==> config.mk <==
export PLATFORM = sky130hd
export DESIGN_NAME = usr_serial_ctrl
export DESIGN_NICKNAME = d
export VERILOG_FILES = /design/src/rtl/usr_serial_ctrl.sv
export SDC_FILE = /design/constraint.sdc
export NUM_CORES = 1
export LEC_CHECK = 0
export BUFFER_PORTS_ARGS = -buffer_cell sky130_fd_sc_hd__buf_2
export CAP_MARGIN = 20
export CORE_ASPECT_RATIO = 0.9
export CORE_MARGIN = 2
export CORE_UTILIZATION = 30
export DETAILED_ROUTE_END_ITERATION = 7
export REMOVE_ABC_BUFFERS = 1
export SYNTH_ARGS = -nofsm -noshare
export SYNTH_HDL_FRONTEND = slang
export SYNTH_SLANG_ARGS = --single-unit
==> constraint.sdc <==
create_clock -name clk -period 2.5 [get_ports clk]
set_clock_uncertainty 0.05 [all_clocks]
set_input_delay 0.5 -clock clk [delete_from_list [all_inputs] [get_ports clk]]
set_output_delay 0.5 -clock clk [all_outputs]
set_load 0.03 [all_outputs]
==> src/rtl/usr_serial_ctrl.sv <==
// Sequencer driving an external universal shift register for parallel<->serial conversion.
// Optional abort input is enabled by defining USR_CTRL_ABORT_EN.
module usr_serial_ctrl #(
   parameter int WIDTH = 4
) (
   input  logic             clk,
   input  logic             rst_n,
`ifdef USR_CTRL_ABORT_EN
   input  logic             abort,
`endif
   input  logic             cmd_valid,
   output logic             cmd_ready,
   input  logic [1:0]       cmd_op,
   input  logic [WIDTH-1:0] cmd_data,
   output logic             tx_bit,
   output logic             tx_valid,
   input  logic             tx_ready,
   input  logic             rx_bit,
   input  logic             rx_bit_valid,
   output logic             rx_valid,
   output logic [WIDTH-1:0] rx_data,
   output logic             done,
   output logic [1:0]       usr_sel,
   output logic [WIDTH-1:0] usr_d,
   output logic             usr_sr_in,
   output logic             usr_sl_in,
   input  logic [WIDTH-1:0] usr_q
);

   localparam int CW = $clog2(WIDTH + 1);

   localparam logic [1:0] SEL_HOLD  = 2'b00;
   localparam logic [1:0] SEL_RIGHT = 2'b01;
   localparam logic [1:0] SEL_LEFT  = 2'b10;
   localparam logic [1:0] SEL_LOAD  = 2'b11;

   typedef enum logic [1:0] {
      IDLE  = 2'd0,
      LOAD  = 2'd1,
      SHIFT = 2'd2,
      DONE  = 2'd3
   } state_t;

   state_t           state_reg, state_next;
   logic [1:0]       op_reg, op_next;
   logic [WIDTH-1:0] word_reg, word_next;
   logic [CW-1:0]    cnt_reg, cnt_next;
   logic             beat;
   logic             abort_hit;
   logic [1:0]       shift_sel;

`ifdef USR_CTRL_ABORT_EN
   assign abort_hit = abort;
`else
   assign abort_hit = 1'b0;
`endif

   // op[0] selects direction for both TX and RX: 0 = right (LSB side), 1 = left.
   assign shift_sel = op_reg[0] ? SEL_LEFT : SEL_RIGHT;

   always_ff @(posedge clk) begin
      if (!rst_n) begin
         state_reg <= IDLE;
         op_reg    <= '0;
         word_reg  <= '0;
         cnt_reg   <= '0;
      end else begin
         state_reg <= state_next;
         op_reg    <= op_next;
         word_reg  <= word_next;
         cnt_reg   <= cnt_next;
      end
   end

   always_comb begin
      state_next = state_reg;
      op_next    = op_reg;
      word_next  = word_reg;
      cnt_next   = cnt_reg;
      beat       = 1'b0;
      cmd_ready  = 1'b0;
      tx_bit     = 1'b0;
      tx_valid   = 1'b0;
      rx_valid   = 1'b0;
      rx_data    = '0;
      done       = 1'b0;
      usr_sel    = SEL_HOLD;
      usr_d      = word_reg;
      usr_sr_in  = 1'b0;
      usr_sl_in  = 1'b0;

      case (state_reg)
         IDLE: begin
            cmd_ready = 1'b1;
            if (cmd_valid) begin
               op_next   = cmd_op;
               word_next = cmd_data;
               if (cmd_op[1]) begin
                  state_next = SHIFT;
                  cnt_next   = CW'(WIDTH);
               end else begin
                  state_next = LOAD;
               end
            end
         end
         LOAD: begin
            if (abort_hit) begin
               state_next = IDLE;
            end else begin
               usr_sel    = SEL_LOAD;
               state_next = SHIFT;
               cnt_next   = CW'(WIDTH);
            end
         end
         SHIFT: begin
            if (op_reg[1]) begin
               usr_sr_in = rx_bit;
               usr_sl_in = rx_bit;
               beat      = rx_bit_valid;
            end else begin
               tx_valid = 1'b1;
               tx_bit   = op_reg[0] ? usr_q[WIDTH-1] : usr_q[0];
               beat     = tx_ready;
            end
            if (abort_hit) begin
               state_next = IDLE;
            end else if (beat) begin
               usr_sel  = shift_sel;
               cnt_next = cnt_reg - CW'(1);
               if (cnt_reg == CW'(1))
                  state_next = DONE;
            end
         end
         DONE: begin
            done = 1'b1;
            if (op_reg[1]) begin
               rx_valid = 1'b1;
               rx_data  = usr_q;
            end
            state_next = IDLE;
         end
         default: state_next = IDLE;
      endcase

      // Keep the USR contents frozen while reset is held.
      if (!rst_n)
         usr_sel = SEL_HOLD;
   end

endmodule

==> run_results.csv <==
group,metric,value,unit
yosys,ys_seq_area_share,30.8,%
layout,drive_gt1_share,33.6,%
worst_setup_path,r2r_slack,0.77,ns
yosys,yosysWarnings,0,
layout,syn_to_final_growth,28.4,%
global_routing,antenna_found_initial,0,
route,first_pass_iters,4,
global_routing,use_met2,19.0,%
worst_setup_path,crit_type,"reg2out",
clock_network,clk_latency,0.27,ns
yosys,synth_top_area_share,30.8,%
floorplanning,core-area,2220,um2
worst_setup_path,worst-path-max-fanout,8,
yosys,netlist_area,714,um2
timing,rsz0062_at_grt,"no",
clock_network,cts_setup_buffers,0,
timing,finalCriticalPeriod,2.24,ns
timing,slew_headroom,77.6,%
floorplanning,rows,16,
global_routing,grt_max_degree,11,
worst_setup_path,arrival,1.69,ns
place,globalplace.congestion,0.730,
place,port_buffers,32,
global_routing,grt_remaining_overflow,0,
yosys,synth_top_area_cell,"dfxtp_1",
place,post-place-cells,145,
clock_network,ctsHtreeMaxLevel,1,
clock_network,cts_tree,"done",
layout,fill_cells,232,
global_routing,grt.busiest_layer,"met2",
route,viasPerCell,4.62,
yosys,synth-seq-cells,11,
timing,worst_pin_slew,0.336,ns
min_path,holdPathStages,2,
yosys,ys_types,26,
route,vias,688,
route,ant_nets,0,
layout,antenna_cells,0,
clock_network,cts_hold_buf,0,
layout,num-nets-final,147,
floorplanning,pin_count,33,
global_routing,grt_pass1_vias,603,
layout,fin_util,41.3,%
floorplanning,dieArea,2790,um2
clock_network,clock-root-buffer,"clkbuf_4",
worst_setup_path,rr_endpoint,"state_reg[0]",
global_routing,grt_pass1_wl,2.68,mm
flow_run,drv_cap,0,
layout,fin_cells,149,
power,p_leak,0.466,nW
min_path,hp-start,"usr_d[1]",
clock_network,cts_max_path_buffers,2,
min_path,worstHoldEndpoint,"usr_d[1]",
timing,max_freq,0.446,GHz
clock_network,cts_buffers,3,
worst_setup_path,r2r-start,"state_reg[0]",
route,drt_first_iter_violations,22,
timing,finalHoldViolations,0,
worst_setup_path,ff2ff_path_depth,6,
clock_network,cts_resized,0,
route,wl_per_cell,11.4,um
clock_network,cts_num_sinks,11,
floorplanning,start_util,32.2,%
route,remaining_drc_errors,0,
timing,finalSetupTns,0,ns
clock_network,clk_pin_slew,0.07,ns
yosys,avgSynthCellArea,8.03,um2
global_routing,grtUsageTotal,12.2,%
min_path,hp-class,"reg2reg",
worst_setup_path,required,1.95,ns
timing,drv_slew,0,
floorplanning,fp.dieW,55.4,um
timing,whs,0.401,ns
yosys,synth_cells,89,
power,pwr_density_cell,886,nW/um2
yosys,synthTopCellsByArea,"dfxtp_1 (31%), ha_1 (14%), a21oi_1 (8.4%)",
layout,largest_reg_flops,4,
route,routed_wl,1.70,mm
global_routing,grt_use_met3,5.67,%
place,hpwl,1.33,mm
global_routing,gr-usage-met1,16.5,%
worst_setup_path,cp-end-kind,"primary output",
power,vdd_drop_max,0.423,mV
worst_setup_path,start_kind,"register",
outcome,status,"finished clean",
timing,final-setup-viol-count,0,
timing,period_share,89.7,%
floorplanning,chipHeight,50.3,um
-- layout make-up --
cell class	count	area, um2	share of cell area [%]
multi-input cells	67	447	48.7
flip-flops and latches	11	220	24.0
repair buffers	32	160	17.5
well taps	27	33.8	3.68
inverters	8	30.0	3.27
clock buffers	4	26.3	2.86
-- routing by layer --
metal / vias to the layer above / share of wire (%)
li1: 368 / -
met1: 303 / 50
met2: 17 / 44
met3: 0 / 5.4
met4: 0 / 0
met5: - / 0
-- power breakdown --
| part | switching, mW | total [mW] | internal, mW | leakage [nW] |
|---|---|---|---|---|
| Sequential | 0.0395 | 0.257 | 0.218 | 0.0904 |
| Combinational | 0.273 | 0.433 | 0.160 | 0.361 |
| Clock | 0.0608 | 0.123 | 0.0618 | 0.0150 |
-- Yosys cell counts, drive strengths merged --
cell type	count
a211oi	1
a21oi	13
a311oi	2
and2	2
and2b	1
and3	5
buf	3
clkinv	1
dfxtp	11
ha	8
inv	7
mux2i	4
nand2	14
nand2b	1
nand3	7
nor2	3
nor2b	3
o21ai	1
o22ai	1
o32ai	1
-- cells by family after synthesis --
| logic type | after synthesis | share of synthesized area (%) |
|---|---|---|
| muxes | 4 | 6.13 |
| AOI/OAI and AO/OA | 19 | 17.0 |
| and+or+nand+nor | 36 | 25.4 |
| adders and majority gates | 8 | 14.0 |
| buffers and inverters | 11 | 6.66 |
| DFF | 11 | 30.8 |
-- metrics by stage --
stage | setup WS [ns] | power (mW) | area [um2]
after floorplan | 0.412 | 0.583 | 697
after global placement | 0.581 | 0.686 | 891
after detailed placement | 0.551 | 0.694 | 891
after CTS | 0.247 | 0.823 | 917
after global routing | 0.109 | 0.878 | 917
final | 0.257 | 0.813 | 917
-- critical path: stages, from the launching register on --
cell     delay, ns
dfxtp_1       0.41
inv_1         0.10
ha_1          0.32
nor2b_2       0.21
a21oi_1       0.16
nor2_1        0.05
buf_2         0.17
-- how the worst max path moves through the flow --
stage / start / end / slack [ns]
after detailed placement: state_reg[0] / usr_sel[0] / 0.55
after floorplan: state_reg[0] / tx_bit / 0.41
after CTS: state_reg[0] / usr_sel[0] / 0.25
after global placement: state_reg[0] / usr_sel[0] / 0.58
after global routing: state_reg[0] / usr_sel[0] / 0.11
final: state_reg[0] / usr_sel[0] / 0.26
-- cells in the final DEF (no fill, tap or decap), types with 2 or more instances in the layout --
cell type	n
nor2_1	3
ha_1	8
and2_1	2
nor2b_1	2
dfxtp_1	11
a311oi_1	2
clkbuf_4	3
and3_1	4
a21oi_1	12
inv_1	7
nand2_1	13
nand3_1	7
buf_2	32
mux2i_1	3
Power figures use the tool's default switching activity.
